File: src/rtl/clock_step_ctrl_pkg.sv
`default_nettype none
// ============================================================================
// Package : clock_step_ctrl_pkg
// Brief   : Shared types and constants for the CPU clock-step controller.
//           cs_state_t       - controller mode (HALT / RUN / STEP)
//           DEBOUNCE_DEFAULT - 10 ms of stable samples at 100 MHz
// Rev     : 1.0  initial release
// ============================================================================
package clock_step_ctrl_pkg;

   typedef enum logic [1:0] {
      ST_HALT = 2'd0,
      ST_RUN  = 2'd1,
      ST_STEP = 2'd2
   } cs_state_t;

   localparam int DEBOUNCE_DEFAULT = 1000000;

endpackage
`default_nettype wire

File: src/rtl/btn_debounce.sv
`default_nettype none
// ============================================================================
// Module  : btn_debounce
// Brief   : Synchronises a raw, bouncy push-button into the CLKI domain,
//           debounces it and emits a one-cycle pulse on each accepted press.
// Ports   : CLKI   in  system clock
//           RST    in  asynchronous active-high reset
//           BTN_IN in  raw button level (asynchronous, bouncy)
//           LEVEL  out debounced button level
//           PRESS  out one-cycle pulse on a 0->1 change of LEVEL
// Rev     : 1.0  initial release
// ============================================================================
module btn_debounce
   import clock_step_ctrl_pkg::*;
#(
   parameter int DEBOUNCE_CYCLES = DEBOUNCE_DEFAULT,
   parameter int DB_W            = 20
) (
   input  logic CLKI,
   input  logic RST,
   input  logic BTN_IN,
   output logic LEVEL,
   output logic PRESS
);

   localparam logic [DB_W-1:0] c_cnt_last = DB_W'(DEBOUNCE_CYCLES - 1);

   logic            r_sync1;
   logic            r_sync2;
   logic [DB_W-1:0] r_cnt;
   logic            r_level;
   logic            r_press;

   // r_cnt measures how long the synchronised input has continuously
   // disagreed with the accepted level. Any sample agreeing with the level
   // (i.e. a bounce back) restarts the measurement.
   always_ff @(posedge CLKI or posedge RST) begin
      if (RST) begin
         r_sync1 <= 1'b0;
         r_sync2 <= 1'b0;
         r_cnt   <= '0;
         r_level <= 1'b0;
         r_press <= 1'b0;
      end else begin
         r_sync1 <= BTN_IN;
         r_sync2 <= r_sync1;
         r_press <= 1'b0;
         if (r_sync2 == r_level) begin
            r_cnt <= '0;
         end else if (r_cnt == c_cnt_last) begin
            r_level <= r_sync2;
            r_cnt   <= '0;
            // Pulse only when the new accepted level is "pressed".
            r_press <= r_sync2;
         end else begin
            r_cnt <= r_cnt + 1'b1;
         end
      end
   end

   assign LEVEL = r_level;
   assign PRESS = r_press;

endmodule
`default_nettype wire

File: src/rtl/clock_step_ctrl.sv
`default_nettype none
// ============================================================================
// Module  : clock_step_ctrl
// Brief   : Generates the CPU clock enable from the slow divided clock and
//           the board buttons. Modes: HALT (frozen), RUN (one CE per
//           SLOW_CLK rising edge), STEP (one CE per debounced step press).
//           Also counts issued CE pulses for the display.
// Ports   : CLKI      in  system clock, 100 MHz
//           RST       in  asynchronous active-high reset
//           SLOW_CLK  in  divided clock, sampled as asynchronous data
//           BTN_RUN   in  raw run/halt toggle button
//           BTN_STEP  in  raw single-step button
//           HALT_REQ  in  CPU executed HALT; forces HALT from RUN
//           CE        out registered single-cycle CPU clock enable
//           RUNNING   out registered, high while in RUN
//           CYCLE_CNT out number of CE pulses issued (wraps)
// Rev     : 1.0  initial release
// ============================================================================
module clock_step_ctrl
   import clock_step_ctrl_pkg::*;
#(
   parameter int DEBOUNCE_CYCLES = DEBOUNCE_DEFAULT,
   parameter int DB_W            = 20,
   parameter int CYCLE_W         = 16
) (
   input  logic               CLKI,
   input  logic               RST,
   input  logic               SLOW_CLK,
   input  logic               BTN_RUN,
   input  logic               BTN_STEP,
   input  logic               HALT_REQ,
   output logic               CE,
   output logic               RUNNING,
   output logic [CYCLE_W-1:0] CYCLE_CNT
);

   logic      w_run_press;
   logic      w_step_press;
   logic      w_unused_run_level;
   logic      w_unused_step_level;

   logic      r_slow_sync1;
   logic      r_slow_sync2;
   logic      r_slow_prev;
   logic      r_tick;

   cs_state_t r_state;
   cs_state_t w_state_next;
   logic      w_ce_next;

   btn_debounce #(
      .DEBOUNCE_CYCLES (DEBOUNCE_CYCLES),
      .DB_W            (DB_W)
   ) u_run_db (
      .CLKI   (CLKI),
      .RST    (RST),
      .BTN_IN (BTN_RUN),
      .LEVEL  (w_unused_run_level),
      .PRESS  (w_run_press)
   );

   btn_debounce #(
      .DEBOUNCE_CYCLES (DEBOUNCE_CYCLES),
      .DB_W            (DB_W)
   ) u_step_db (
      .CLKI   (CLKI),
      .RST    (RST),
      .BTN_IN (BTN_STEP),
      .LEVEL  (w_unused_step_level),
      .PRESS  (w_step_press)
   );

   // SLOW_CLK edge detector. The tick is registered so that CE, which is
   // itself registered from the tick, rises on the third CLKI edge after
   // the first synchroniser flop captures a high SLOW_CLK.
   always_ff @(posedge CLKI or posedge RST) begin
      if (RST) begin
         r_slow_sync1 <= 1'b0;
         r_slow_sync2 <= 1'b0;
         r_slow_prev  <= 1'b0;
         r_tick       <= 1'b0;
      end else begin
         r_slow_sync1 <= SLOW_CLK;
         r_slow_sync2 <= r_slow_sync1;
         r_slow_prev  <= r_slow_sync2;
         r_tick       <= r_slow_sync2 & ~r_slow_prev;
      end
   end

   // HALT_REQ outranks both the tick and the run button while running;
   // a step already in progress always delivers its CE.
   always_comb begin
      w_state_next = r_state;
      w_ce_next    = 1'b0;
      case (r_state)
         ST_HALT: begin
            if (w_run_press && !HALT_REQ) begin
               w_state_next = ST_RUN;
            end else if (w_step_press) begin
               w_state_next = ST_STEP;
            end
         end
         ST_STEP: begin
            w_state_next = ST_HALT;
         end
         ST_RUN: begin
            if (HALT_REQ || w_run_press) begin
               w_state_next = ST_HALT;
            end else begin
               w_ce_next = r_tick;
            end
         end
         default: begin
            w_state_next = ST_HALT;
         end
      endcase
      // The STEP state lasts one cycle and carries its own CE.
      if (w_state_next == ST_STEP) begin
         w_ce_next = 1'b1;
      end
   end

   always_ff @(posedge CLKI or posedge RST) begin
      if (RST) begin
         r_state   <= ST_HALT;
         RUNNING   <= 1'b0;
         CE        <= 1'b0;
         CYCLE_CNT <= '0;
      end else begin
         r_state <= w_state_next;
         RUNNING <= (w_state_next == ST_RUN);
         CE      <= w_ce_next;
         if (CE) begin
            CYCLE_CNT <= CYCLE_CNT + 1'b1;
         end
      end
   end

endmodule
`default_nettype wire

File: config.mk
export PLATFORM = sky130hd
export DESIGN_NAME = clock_step_ctrl
export DESIGN_NICKNAME = d
export VERILOG_FILES = /design/src/rtl/clock_step_ctrl_pkg.sv /design/src/rtl/btn_debounce.sv /design/src/rtl/clock_step_ctrl.sv
export SDC_FILE = /design/constraint.sdc
export NUM_CORES = 1
export LEC_CHECK = 0
export ABC_CLOCK_PERIOD_IN_PS = 2300
export BUFFER_PORTS_ARGS = -buffer_cell sky130_fd_sc_hd__buf_4
export CORE_MARGIN = 2
export CORE_UTILIZATION = 25
export DETAILED_ROUTE_END_ITERATION = 8
export PLACE_DENSITY = 0.5
export SLEW_MARGIN = 20
export SYNTH_ARGS = -nofsm -noshare
export SYNTH_HDL_FRONTEND = slang
export SYNTH_SLANG_ARGS = --single-unit
File: constraint.sdc
create_clock -name CLKI -period 2.3 [get_ports CLKI]
set_clock_uncertainty 0.15 [all_clocks]
set_input_delay 0.46 -clock CLKI [delete_from_list [all_inputs] [get_ports CLKI]]
set_output_delay 0.46 -clock CLKI [all_outputs]
set_load 0.02 [all_outputs]
==> results.json <==
{
  "outcome": "completed",
  "layout.cells.non_filler": 517,
  "port_buffers": 23,
  "placedCellCount": 500,
  "sequential_cell_area_sq_mm": 0.00180,
  "floorplan.core_area_sq_mm": 0.0126,
  "drt.antenna.violating_nets": 0,
  "floorplan.io_pins": 24,
  "postCtsSetupRepairBufs": 0,
  "maxSlewHeadroom_pct": 71.7,
  "fin_total_pwr_mw": 2.86,
  "final_net_count": 349,
  "totalWireLength_um": 6170,
  "grt_overflow": 0,
  "power.static_leakage_nw": 1.67,
  "finalCriticalPeriod_ns": 2.06,
  "synth_edf_count": 0,
  "report.final.setup_viol": 0,
  "timing.final.hold_violations": 0,
  "placed_cell_area_sq_mm": 0.00368,
  "synth-seq-cells": 72,
  "track_usage_pct": 9.99,
  "fmax_mhz": 485,
  "antenna_cells": 0,
  "post_route_design_area_sq_mm": 0.00401,
  "max-clock-path-buffers": 2,
  "die_area_sq_mm": 0.0138,
  "asyncSetResetFlopFracSynth_pct": 100,
  "synth_cell_type_count": 36,
  "synth_most_common_cell": "sky130_fd_sc_hd__dfrtp_1",
  "first_global_vias": 2369,
  "mappedNetlistNets": 313,
  "max_slew.worst_pin.slew_ns": 0.420,
  "min-delay-path-class": "in -> reg",
  "cp.arrival_ns": 2.17,
  "first_pass_iters": 5,
  "std_cell_rows": 41,
  "max-cap-violations": 0,
  "route.detailed.drc": 0,
  "ys_top_cells_by_area": "sky130_fd_sc_hd__dfrtp_1, sky130_fd_sc_hd__xnor2_1, sky130_fd_sc_hd__nor2_1",
  "yosysSeqAreaShare_pct": 55.8,
  "clk-insertion-delay-late_ns": 0.34,
  "synth_largest_area_cell": "sky130_fd_sc_hd__dfrtp_1",
  "areaGrowthSynthToFinish_pct": 24.2,
  "synthesis.area_sq_mm": 0.00323,
  "die-width_um": 118,
  "gpl.final_weighted_congestion": 0.769,
  "antenna_found_initial": 0,
  "final-max-slew-violation-count": 0,
  "htree_levels": 3,
  "worst_setup_path_start_kind": "flop",
  "multi_input_comb_area_sq_mm": 0.00135,
  "initial_core_util_pct": 25.6,
  "ctsRootBufferMaster": "sky130_fd_sc_hd__clkbuf_16",
  "cts_tree": "done",
  "critical_path_peak_fanout": 8,
  "die_h_um": 118,
  "ys_top_cells_by_count": "sky130_fd_sc_hd__dfrtp_1, sky130_fd_sc_hd__nor2_1, sky130_fd_sc_hd__xnor2_1",
  "ir_drop_mv": 0.377,
  "place_hpwl_um": 4180,
  "fraction_of_the_cycle_the_final_worst_path_needs_pct": 89.6,
  "cts.clk_slew.worst_paths_ns": 0.06,
  "cells_after_synth": 304,
  "detailroute.via_count": 2318,
  "post_synth.cell_area_avg_sq_um": 10.6,
  "synth_warnings": 0,
  "setup.worst_path.end_class": "flop",
  "first_pass_grt_wire_length_um": 11200,
  "power_density_mw_per_mm2": 713,
  "cts_sinks": 72,
  "share_of_post_route_cells_with_drive_strength_above_1_pct": 18.0,
  "route.detailed.vias_per_inst": 4.48,
  "setup_ws_ns": 0.240,
  "inserted_clock_buffers": 9,
  "unrepaired_setup_endpoints_after_global_routing": "no",
  "grt_start_max_net_pins": 61,
  "fillers": 1300,
  "wl_per_cell_um": 11.9,
  "post-synth-top-area-fraction_pct": 55.8,
  "timing_worst_setup_path_type": "reg -> reg",
  "tns_ns": 0,
  "synth_top_flop_cell": "sky130_fd_sc_hd__dfrtp_1",
  "placement.setup.worst_slack_ns": 0.232,
  "dr.first_iter.drc_count": 122,
  "worstPathRequired_ns": 2.41
}
path summary, 6_finish.rpt:
kind / slack (ns) / cells past startpoint / to / start
min in group asynchronous: 0.50 / 3 / RUNNING / RST
hold / removal: 0.08 / 1 / r_slow_sync1 / SLOW_CLK
setup reg to reg: 0.24 / 4 / u_step_db.r_cnt[18] / u_step_db.r_cnt[10]
setup / recovery: 0.24 / 4 / u_step_db.r_cnt[18] / u_step_db.r_cnt[10]
max in group asynchronous: 0.91 / 4 / u_run_db.r_cnt[12] / RST
hold reg to reg: 0.20 / 0 / r_slow_sync2 / r_slow_sync1
through the flow:
stage          util, %  hold slack (ns)
6_report          31.8           0.0813
3_5_place_dp      29.1            0.190
2_1_floorplan        -            0.181
4_1_cts           31.8           0.0708
5_1_grt           31.8           0.0743
3_3_place_gp      29.1            0.186
metal layers:
metal	part of all wire, %	global-route usage, %	wire (um)	vias up
met5	0	0	0	-
met4	2.3	6.33	144	0
met1	48	12.8	2950	1125
met3	4.7	2.13	289	10
met2	45	15.3	2790	40
li1	-	-	-	1143
power by group:
part | total, mW | internal, mW | switching, mW
logic | 0.0763 | 0.0270 | 0.0493
registers | 1.30 | 1.28 | 0.0141
clock network | 1.49 | 0.948 | 0.538
total | 2.86 | 2.26 | 0.601
cell type report:
type,instances,share of cell area (%)
Inverter,10,1.03
Clock inverter,7,2.40
Clock buffer,9,5.62
Sequential cell,72,44.9
Tap cell,172,5.37
Multi-Input combinational cell,214,33.8
Timing Repair Buffer,33,6.87
flip-flops by register name, summed over array words and instances, names as in the netlist:
register           flops
u_run_db.r_cnt        20
RUNNING                1
u_step_db.LEVEL        1
CYCLE_CNT             16
CE                     1
r_state                2
r_slow_sync2           1
r_slow_prev            1
u_step_db.r_sync2      1
u_step_db.PRESS        1
u_step_db.r_cnt       20
u_run_db.LEVEL         1
u_step_db.r_sync1      1
u_run_db.PRESS         1
u_run_db.r_sync2       1
r_slow_sync1           1
u_run_db.r_sync1       1
r_tick                 1
critical path, cell delays in order, from the launching register on:
cell,delay [ns]
sky130_fd_sc_hd__dfrtp_1,0.43
sky130_fd_sc_hd__nand4_2,0.19
sky130_fd_sc_hd__or4_1,0.62
sky130_fd_sc_hd__or4_1,0.45
sky130_fd_sc_hd__a21oi_1,0.15
repair_timing:
item                                   4_1_cts  5_1_grt
resized for setup                            0        0
endpoints found under the hold margin       12        0
hold buffers                                 1        0
logic make-up after synthesis:
family | synth area share, %
simple gates | 23.2
buf+inv | 2.37
flops | 55.8
fa+ha+maj | 1.16
xor+xnor | 11.4
compound gates | 4.96
mux | 1.05
layout by cell type, fill, tap and decap left out, drive strengths merged, types with 2 or more instances in the layout:
cell type	instances
xnor2	28
mux2	3
dfrtp	72
nor4	11
or4b	3
buf	32
xor2	14
o21ai	4
or3	6
bufinv	2
nand3b	2
a21oi	13
ha	3
clkbuf	9
nand2	18
nand4	9
o31ai	7
inv	9
nor3	11
nor2	37
clkinv	2
nand2b	3
clkinvlp	4
and3	5
nand3	24
o41ai	2
or4	5
(Power assumes the default switching activity.)
